==> config.mk <==
export PLATFORM = sky130hd
export DESIGN_NAME = plic_lite
export DESIGN_NICKNAME = d
export VERILOG_FILES = /design/src/rtl/plic_lite_pkg.sv /design/src/rtl/plic_arbiter.sv /design/src/rtl/plic_lite.sv
export SDC_FILE = /design/constraint.sdc
export NUM_CORES = 1
export LEC_CHECK = 0
export BUFFER_PORTS_ARGS = -buffer_cell sky130_fd_sc_hd__buf_4
export CORE_ASPECT_RATIO = 1.75
export CORE_MARGIN = 3
export CORE_UTILIZATION = 50
export CTS_BUF_LIST = sky130_fd_sc_hd__clkbuf_16
export CTS_CLUSTER_DIAMETER = 50
export DETAILED_ROUTE_END_ITERATION = 8
export PLACE_DENSITY = 0.81
export REMOVE_ABC_BUFFERS = 1
export SLEW_MARGIN = 20
export SYNTH_ARGS = -nofsm -noshare
export SYNTH_HDL_FRONTEND = slang
export SYNTH_SLANG_ARGS = --single-unit
==> constraint.sdc <==
create_clock -name wb_clk_i -period 6 [get_ports wb_clk_i]
set_input_delay 1.2 -clock wb_clk_i [delete_from_list [all_inputs] [get_ports wb_clk_i]]
set_output_delay 1.2 -clock wb_clk_i [all_outputs]
set_load 0.05 [all_outputs]
==> src/rtl/plic_lite_pkg.sv <==
// plic_lite shared definitions
// bus geometry, register map and cause code
package plic_lite_pkg;

  localparam int REG_BUS = 32;
  localparam logic [REG_BUS-1:0] ZERO_WORD = 32'h0000_0000;

  localparam logic [31:0] PLIC_BASE = 32'h0C00_0000;

  // low address bits that select a register inside the block
  localparam int OFF_W = 22;

  localparam logic [OFF_W-1:0] OFF_PRIO  = 22'h00_0000;
  localparam logic [OFF_W-1:0] OFF_PEND  = 22'h00_1000;
  localparam logic [OFF_W-1:0] OFF_EN    = 22'h00_2000;
  localparam logic [OFF_W-1:0] OFF_THR   = 22'h20_0000;
  localparam logic [OFF_W-1:0] OFF_CLAIM = 22'h20_0004;

  // machine external interrupt cause
  localparam logic [30:0] CAUSE_MEXT = 31'd11;

  typedef enum logic [2:0] {
    REG_NONE,
    REG_PRIO,
    REG_PEND,
    REG_EN,
    REG_THR,
    REG_CLAIM
  } reg_sel_e;

  // word offset of a byte address; byte lanes are not decoded
  function automatic logic [OFF_W-1:0] word_off(
    input logic [31:0] adr
  );
    return {adr[OFF_W-1:2], 2'b00};
  endfunction

endpackage

==> src/rtl/plic_arbiter.sv <==
// plic_lite priority arbiter
// combinational tree: eligible sources -> winning id/prio
module plic_arbiter #(
  parameter int NSRC   = 8,
  parameter int PRIO_W = 3,
  parameter int ID_W   = 4
) (
  input  logic [NSRC:1]             pending,
  input  logic [NSRC:1]             enable,
  input  logic [NSRC:1][PRIO_W-1:0] prio,
  input  logic [PRIO_W-1:0]         threshold,
  output logic [ID_W-1:0]           win_id,
  output logic [PRIO_W-1:0]         win_prio
);

  localparam int LEAVES = 1 << $clog2(NSRC);

  logic [NSRC:1] cand;

  // a source competes only when pending, enabled and above threshold
  always_comb begin
    cand = '0;
    for (int k = 1; k <= NSRC; k++) begin
      cand[k] = pending[k] & enable[k]
              & (prio[k] > threshold);
    end
  end

  // heap-ordered tree; node n has children 2n and 2n+1.
  // left child always covers lower ids, so it keeps ties.
  for (genvar n = 1; n < 2 * LEAVES; n++) begin : g_node
    logic [ID_W-1:0]   id;
    logic [PRIO_W-1:0] pr;

    if (n >= LEAVES) begin : g_leaf
      localparam int K = n - LEAVES + 1;
      if (K <= NSRC) begin : g_src
        assign id = cand[K] ? ID_W'(K) : '0;
        assign pr = cand[K] ? prio[K] : '0;
      end else begin : g_pad
        assign id = '0;
        assign pr = '0;
      end
    end else begin : g_inner
      logic take_r;
      assign take_r = g_node[2*n+1].pr > g_node[2*n].pr;
      assign id = take_r ? g_node[2*n+1].id
                         : g_node[2*n].id;
      assign pr = take_r ? g_node[2*n+1].pr
                         : g_node[2*n].pr;
    end
  end

  assign win_id   = g_node[1].id;
  assign win_prio = g_node[1].pr;

endmodule

==> src/rtl/plic_lite.sv <==
// plic_lite: wishbone platform-level interrupt controller
// gateways, registers, claim/complete and core irq
module plic_lite
  import plic_lite_pkg::*;
#(
  parameter int NSRC   = 8,
  parameter int PRIO_W = 3,
  parameter int ID_W   = 4
) (
  input  logic               wb_clk_i,
  input  logic               wb_rst_i,
  input  logic [31:0]        wb_adr_i,
  input  logic [REG_BUS-1:0] wb_dat_i,
  output logic [REG_BUS-1:0] wb_dat_o,
  input  logic [3:0]         wb_sel_i,
  input  logic               wb_we_i,
  input  logic               wb_stb_i,
  input  logic               wb_cyc_i,
  output logic               wb_ack_o,
  input  logic [NSRC-1:0]    irq_src_i,
  input  logic [31:0]        csr_mie,
  input  logic [31:0]        csr_mstatus,
  output logic               Interrupt,
  output logic [30:0]        Exception_code
);

  localparam logic [9:0] PIDX_MAX = 10'(NSRC);

  logic [NSRC:1][PRIO_W-1:0] prio;
  logic [NSRC:1]             enable;
  logic [NSRC:1]             pending;
  logic [NSRC:1]             in_service;
  logic [PRIO_W-1:0]         threshold;
  logic [ID_W-1:0]           max_id;
  logic [PRIO_W-1:0]         max_prio;

  logic [ID_W-1:0]   arb_id;
  logic [PRIO_W-1:0] arb_prio;

  logic              access;
  logic              wr;
  logic              rd;
  logic              base_hit;
  logic [OFF_W-1:0]  off;
  logic [9:0]        pidx;
  reg_sel_e          rsel;
  logic [REG_BUS-1:0] rd_data;
  logic [NSRC:1]     claim_vec;
  logic [NSRC:1]     cmpl_vec;
  logic              irq_next;

  // bits the block has no use for
  logic unused_ok;
  assign unused_ok = ^{wb_sel_i, wb_adr_i[1:0],
                       csr_mie[31:12], csr_mie[10:0],
                       csr_mstatus[31:4],
                       csr_mstatus[2:0], max_prio};

  // a new access is only taken while no ack is out
  assign access = wb_cyc_i & wb_stb_i & ~wb_ack_o;
  assign wr     = access & wb_we_i;
  assign rd     = access & ~wb_we_i;

  assign off      = word_off(wb_adr_i);
  assign pidx     = off[11:2];
  assign base_hit = wb_adr_i[31:OFF_W]
                 == PLIC_BASE[31:OFF_W];

  // register select from the word offset
  always_comb begin
    rsel = REG_NONE;
    if (base_hit) begin
      unique case (1'b1)
        (off[OFF_W-1:12] == OFF_PRIO[OFF_W-1:12])
          && (pidx >= 10'd1) && (pidx <= PIDX_MAX):
          rsel = REG_PRIO;
        off == OFF_PEND:  rsel = REG_PEND;
        off == OFF_EN:    rsel = REG_EN;
        off == OFF_THR:   rsel = REG_THR;
        off == OFF_CLAIM: rsel = REG_CLAIM;
        default:          rsel = REG_NONE;
      endcase
    end
  end

  // read mux; bit 0 of pending/enable is the unused id 0
  always_comb begin
    rd_data = ZERO_WORD;
    unique case (rsel)
      REG_PRIO: begin
        for (int k = 1; k <= NSRC; k++) begin
          if (pidx == 10'(k))
            rd_data[PRIO_W-1:0] = prio[k];
        end
      end
      REG_PEND:  rd_data[NSRC:1]     = pending;
      REG_EN:    rd_data[NSRC:1]     = enable;
      REG_THR:   rd_data[PRIO_W-1:0] = threshold;
      REG_CLAIM: rd_data[ID_W-1:0]   = max_id;
      default:   rd_data = ZERO_WORD;
    endcase
  end

  // one-hot claim and complete strobes per source id
  always_comb begin
    claim_vec = '0;
    cmpl_vec  = '0;
    for (int k = 1; k <= NSRC; k++) begin
      claim_vec[k] = rd && (rsel == REG_CLAIM)
                  && (max_id == ID_W'(k));
      cmpl_vec[k]  = wr && (rsel == REG_CLAIM)
                  && (wb_dat_i == 32'(k))
                  && in_service[k];
    end
  end

  // single-cycle ack with read data registered beside it
  always_ff @(posedge wb_clk_i or posedge wb_rst_i) begin
    if (wb_rst_i) begin
      wb_ack_o <= 1'b0;
      wb_dat_o <= ZERO_WORD;
    end else begin
      wb_ack_o <= access;
      if (rd)
        wb_dat_o <= rd_data;
    end
  end

  // programmable priority, enable and threshold
  always_ff @(posedge wb_clk_i or posedge wb_rst_i) begin
    if (wb_rst_i) begin
      prio      <= '0;
      enable    <= '0;
      threshold <= '0;
    end else if (wr) begin
      unique case (rsel)
        REG_PRIO: begin
          for (int k = 1; k <= NSRC; k++) begin
            if (pidx == 10'(k))
              prio[k] <= wb_dat_i[PRIO_W-1:0];
          end
        end
        REG_EN:  enable    <= wb_dat_i[NSRC:1];
        REG_THR: threshold <= wb_dat_i[PRIO_W-1:0];
        default: ;
      endcase
    end
  end

  // gateways: claim beats a same-cycle set, in-service blocks
  always_ff @(posedge wb_clk_i or posedge wb_rst_i) begin
    if (wb_rst_i) begin
      pending    <= '0;
      in_service <= '0;
    end else begin
      pending    <= (pending | (irq_src_i & ~in_service))
                  & ~claim_vec;
      in_service <= (in_service | claim_vec) & ~cmpl_vec;
    end
  end

  plic_arbiter #(
    .NSRC   (NSRC),
    .PRIO_W (PRIO_W),
    .ID_W   (ID_W)
  ) u_arb (
    .pending   (pending),
    .enable    (enable),
    .prio      (prio),
    .threshold (threshold),
    .win_id    (arb_id),
    .win_prio  (arb_prio)
  );

  // arbitration result, re-sampled every cycle
  always_ff @(posedge wb_clk_i or posedge wb_rst_i) begin
    if (wb_rst_i) begin
      max_id   <= '0;
      max_prio <= '0;
    end else begin
      max_id   <= arb_id;
      max_prio <= arb_prio;
    end
  end

  assign irq_next = (max_id != '0)
                  & csr_mstatus[3] & csr_mie[11];

  // core request gated by mstatus.MIE and mie.MEIE
  always_ff @(posedge wb_clk_i or posedge wb_rst_i) begin
    if (wb_rst_i) begin
      Interrupt      <= 1'b0;
      Exception_code <= '0;
    end else begin
      Interrupt      <= irq_next;
      Exception_code <= irq_next ? CAUSE_MEXT : '0;
    end
  end

endmodule

Word-level counts from Yosys, hierarchy flattened
Cells that the tools add are included.

Reduce and logical (&&, ||, !) cells: 40. Equality and inequality tests: 34. Bitwise operators: 32. Magnitude comparators: 17. Muxes and demuxes: 44.

Operators by type and width (number): == test 32 x 3 -> 1 bit (second input constant) (4); 2-to-1 mux 3 bit (30); == test 32 x 2 -> 1 bit (second input constant) (2); greater-than comparator 3 bit (15); == test 10 x 3 -> 1 bit (second input constant) (4); == test 20 bit (second input constant) (2); == test 32 x 1 -> 1 bit (second input constant) (1); == test 32 x 4 -> 1 bit (second input constant) (1); logical AND 1 bit (28); AND 8 bit (3); inverter 8 bit (3); AND reduction 3 bit (8); AND 1 bit (22); == test 10 x 2 -> 1 bit (second input constant) (2); == test 20 x 11 -> 1 bit (second input constant) (1); == test 20 x 12 -> 1 bit (second input constant) (1); 2-to-1 mux 4 bit (5); == test 4 x 3 -> 1 bit (second input constant) (4); bitwise OR 8 bit (2); case mux 3 bit (5 select lines) (1); == test 10 x 1 -> 1 bit (second input constant) (1); == test 10 x 4 -> 1 bit (second input constant) (1); == test 10 x 6 -> 1 bit (second input constant) (1); >= comparator 10 x 1 -> 1 bit (second input constant) (1); other kinds (16) (24).

Output and inout port bits: 65. Word-level logic and storage cells: 184. Register bits after elaboration: 70.

Longest topological paths before layout
Word-level depth: 11. Depth in mapped cells: 27.

By module
Synthesis repeated with hierarchy kept, for this count alone.

Cell total of the unflattened synthesis: 596. Area total of the unflattened synthesis: 5426.5 um^2.

Modules (own cells, without submodules): plic_lite (instances 1, area each 3847.4 um^2, cells an instance 381); plic_arbiter (instances 1, area each 1579.0 um^2, cells an instance 215).

Worst setup path before layout
No wires, ideal clock.

Kind: register -> register. Start: register threshold[1]. End: register max_id[0]. Data arrival time: 4.711 ns. Stages on the path, launching flop included: 26. Slack: 1.140 ns. Data required time: 5.851 ns. Clock period less this slack: 4.860 ns. Path through: dfrtp_1 > inv_1 > ha_1 > a21o_1 > a21oi_1 > a311oi_1 > and2_1 > ha_1 > nor2b_1 > o21a_1 > o21ai_0 > and3_1 > a21oi_1 > ha_1 > nor2b_1 > o21a_1 > nor2_1 > nor2b_1 > a311o_1 > o21ai_0 > ha_1 > a21o_1 > a21oi_1 > a31oi_1 > a311oi_1 > a31oi_1.

Cells in the longest elaborated chain, start to end: 9. Elaborated cells on any way between the ends: 48. Classes of those cells: order compare (15); mux (25); bitwise (8).

Ends and longest elaborated chain: from (decl) (line plic_lite.sv:33) `logic [PRIO_W-1:0] threshold;`; from (signal assigned) (line plic_lite.sv:144) `REG_THR: threshold <= wb_dat_i[PRIO_W-1:0];`; greater-than comparator 3 bit (line plic_arbiter.sv:25) `& (prio[k] > threshold);`; AND 1 bit (line plic_arbiter.sv:25); 2-to-1 mux 3 bit (line plic_arbiter.sv:39) `assign pr = cand[K] ? prio[K] : '0;`; greater-than comparator 3 bit (line plic_arbiter.sv:46) `assign take_r = g_node[2*n+1].pr > g_node[2*n].pr;`; 2-to-1 mux 3 bit (line plic_arbiter.sv:49) `assign pr = take_r ? g_node[2*n+1].pr`; greater-than comparator 3 bit (line plic_arbiter.sv:46); 2-to-1 mux 3 bit (line plic_arbiter.sv:49); greater-than comparator 3 bit (line plic_arbiter.sv:46); 2-to-1 mux 4 bit (*) (line plic_arbiter.sv:47) `assign id = take_r ? g_node[2*n+1].id`; via arb_id[0] (line plic_lite.sv:37) `logic [ID_W-1:0] arb_id;`; to (signal assigned) (line plic_lite.sv:181) `max_id <= arb_id;`; to (decl) (line plic_lite.sv:34) `logic [ID_W-1:0] max_id;`.

The timed path passes the listed nets; every way through them passes the cells marked *. A chain may end at the register's enable or synchronous reset.

Final worst setup path
Same ends and word-level chain as after synthesis.

==> flow_summary.ini <==
[run_status]
outcome = complete, no violations

[sta]
slew_headroom = 0.426
drv_slew = 0
post-route-period-util = 0.907
finalSetupTns_ps = 0
grt_setup_unrepaired = no
finalCriticalPeriod_ps = 5440
setup_violations = 0
finalHoldViolCount = 0
finClkSkew_ps = 5.73
tightest_slew_ps = 862
max_freq_mhz = 184

[cells_and_area]
utilization = 0.598
diodes = 0
syn2layout_area_growth_pct = 16.3
multiInputGateArea_sq_mm = 0.00340
layout-drive-gt1-share = 0.247
seq_area_sq_mm = 0.00165
layout.nets = 878
fillers = 916

[critical_path]
rr_worst_depth = 25
slowest_stage = a21oi_1
critical_path_peak_fanout = 7
worstSetupEndpointType = flip-flop
crit_family = compound AO/OA/AOI/OAI gates
crit_end = max_id[0]
crit_cells = 25
worstSetupPathType = reg2reg
setup.worst_path.start_class = flip-flop
arrival_ps = 5650
cp.required_ps = 6210
crit_start = threshold[1]
r2r_setup_slack_ps = 560
r2r-end = max_id[0]
critical_path.max_stage_delay_ps = 460
cp_num_buf_inv = 1
r2r_start = threshold[1]

[clocking]
cts_hold_buf = 0
cts_made_buffers = 9
cts_buffer_depth = 2
clk_pin_slew_ps = 60
clkSinkCount = 66
htreeDepth = 3
clkLatencyLatePin_ps = 340
ctsRootBufferMaster = clkbuf_16
tritoncts = yes

[global_route]
grt_antenna_before_repair = 0
grt_pass1_wl_um = 24500
track_usage = 0.254
grt_use_met2 = 0.470
grt_pass1_vias = 5091
grt_busiest_layer = met2
use_met3 = 0.0414
grt_max_degree = 67
grt.overflow.total = 0
use_met1 = 0.239

[power_and_ir_drop]
clkPwrFrac = 0.457
p_comb_frac = 0.155
seqPwrFrac = 0.388
power_leakage_nw = 2.99
p_per_area_mw_per_mm2 = 181
switching_share = 0.295
vdd_drop_max_mv = 0.143
power.switching_w = 0.000342
p_int_w = 0.000817

[yosys]
ys_seq_area_frac = 0.300
synth_cells = 601
ys_types = 66
syn_area_sq_mm = 0.00550
ys_warn_count = 0
ys_top_cells_by_area = dfrtp_1, ha_1, buf_4
syn_area_per_cell_sq_um = 9.16
netlist.area_leader.share = 0.300
synth_top_area_cell = dfrtp_1
synth_flop_cell = dfrtp_1
synth_edf_count = 0
ys_seq_elements = 66
synthTopCellsByCount = dfrtp_1, buf_4, ha_1
synthArstFlopShare = 1.00
yosysMostFrequentCell = dfrtp_1

[placed_design]
place_congestion = 0.962
port_buffers = 90
hpwlAfterDp_um = 12200

[die]
row_count = 50
die_h_um = 145
coreArea_sq_mm = 0.0107
chipWidth_um = 85.3
die-area_sq_mm = 0.0124
pin_count = 210
start_util = 0.515

[drt]
antenna_left = 0
wl_um = 15600
vias = 4949
avgRoutedWirePerCell_um = 19.0
drt_iter0_drc = 329
drc_errors = 0
vias_per_cell = 6.01
dr.pass1.iters = 4

[worst_hold_path]
holdCritStartpoint = in_service[5]
min_path_type = reg2reg

[flow_run]
maxCapViolCount = 0
-- metrics by stage --
| stage | total power, W | instances | hold WS (ps) | area, sq um | setup slack [ps] |
|---|---|---|---|---|---|
| 6_report | 0.00116 | 823 | 483 | 6400 | 558 |
| 5_1_grt | 0.00119 | 823 | 487 | 6400 | 55.1 |
| 4_1_cts | 0.00116 | 823 | 482 | 6390 | 511 |
| 3_5_place_dp | 0.000636 | 807 | 474 | 6100 | 565 |
| 3_3_place_gp | 0.000634 | 807 | 465 | 6100 | 662 |
| 2_1_floorplan | 0.000567 | 579 | 450 | 5200 | 1140 |
-- kinds of logic (layout without fill, tap and decap cells) --
logic type      Yosys count  after routing  share of synthesized area
fa+ha+maj                45             45                      0.102
buf+inv                 113            155                      0.118
xor+xnor                  2              2                    0.00318
mux                      51             51                      0.109
simple gates            202            202                      0.226
compound gates          121            121                      0.142
flops                    66             66                      0.300
other cells               1             51                   0.000681
-- routing by layer --
| layer | part of all wire | vias up |
|---|---|---|
| met3 | 0.068 | 91 |
| met5 | 0 | - |
| li1 | - | 2263 |
| met4 | 0.077 | 0 |
| met1 | 0.33 | 2330 |
| met2 | 0.53 | 265 |
-- cell type report --
cell class,instances,share of cell area
clock buffer,9,0.0352
clock inverter,7,0.0111
inverter,41,0.0240
multi-input combinational,472,0.531
sequential,66,0.258
tap,130,0.0254
timing repair buffer,98,0.115
-- what timing repair did --
action,in CTS,in global routing
resized for setup,0,2
setup buffers,0,0
endpoints found under the setup margin,0,2
-- power by group through the flow --
stage               Combinational (W)  Clock [W]  Sequential [W]
floorplan                   0.0000999          0        0.000467
global placement             0.000176          0        0.000457
detailed placement           0.000178          0        0.000458
CTS                          0.000179   0.000530        0.000450
global route                 0.000189   0.000551        0.000450
finish                       0.000180   0.000529        0.000450
-- cells in the final DEF (no fill, tap or decap), types with 8 or more instances in the layout --
| master | instances |
|---|---|
| nand2b_1 | 8 |
| nand3_1 | 26 |
| inv_1 | 41 |
| nor2b_1 | 22 |
| nand2_1 | 40 |
| nor4_1 | 11 |
| and2_1 | 12 |
| ha_1 | 45 |
| conb_1 | 51 |
| dfrtp_1 | 65 |
| a31oi_1 | 16 |
| clkbuf_16 | 9 |
| nand4_1 | 8 |
| a21oi_1 | 37 |
| nor3_1 | 8 |
| o21ai_0 | 29 |
| mux2i_1 | 13 |
| buf_4 | 98 |
| nor2_1 | 23 |
| mux2_2 | 26 |
| mux2_4 | 8 |
-- worst min path at each step --
stage	slack, ps	end	cells past startpoint
floorplan	450	in_service[1]	1
global placement	460	in_service[3]	1
detailed placement	470	in_service[1]	1
CTS	480	in_service[1]	1
global route	490	in_service[5]	1
finish	480	in_service[5]	1
-- state kept, by name, summed over array words and instances (netlist names) --
signal	cells
enable	8
prio	24
max_id	4
Exception_code	1
threshold	3
wb_ack_o	1
pending	8
wb_dat_o	9
in_service	8
(Power assumes the default switching activity.)
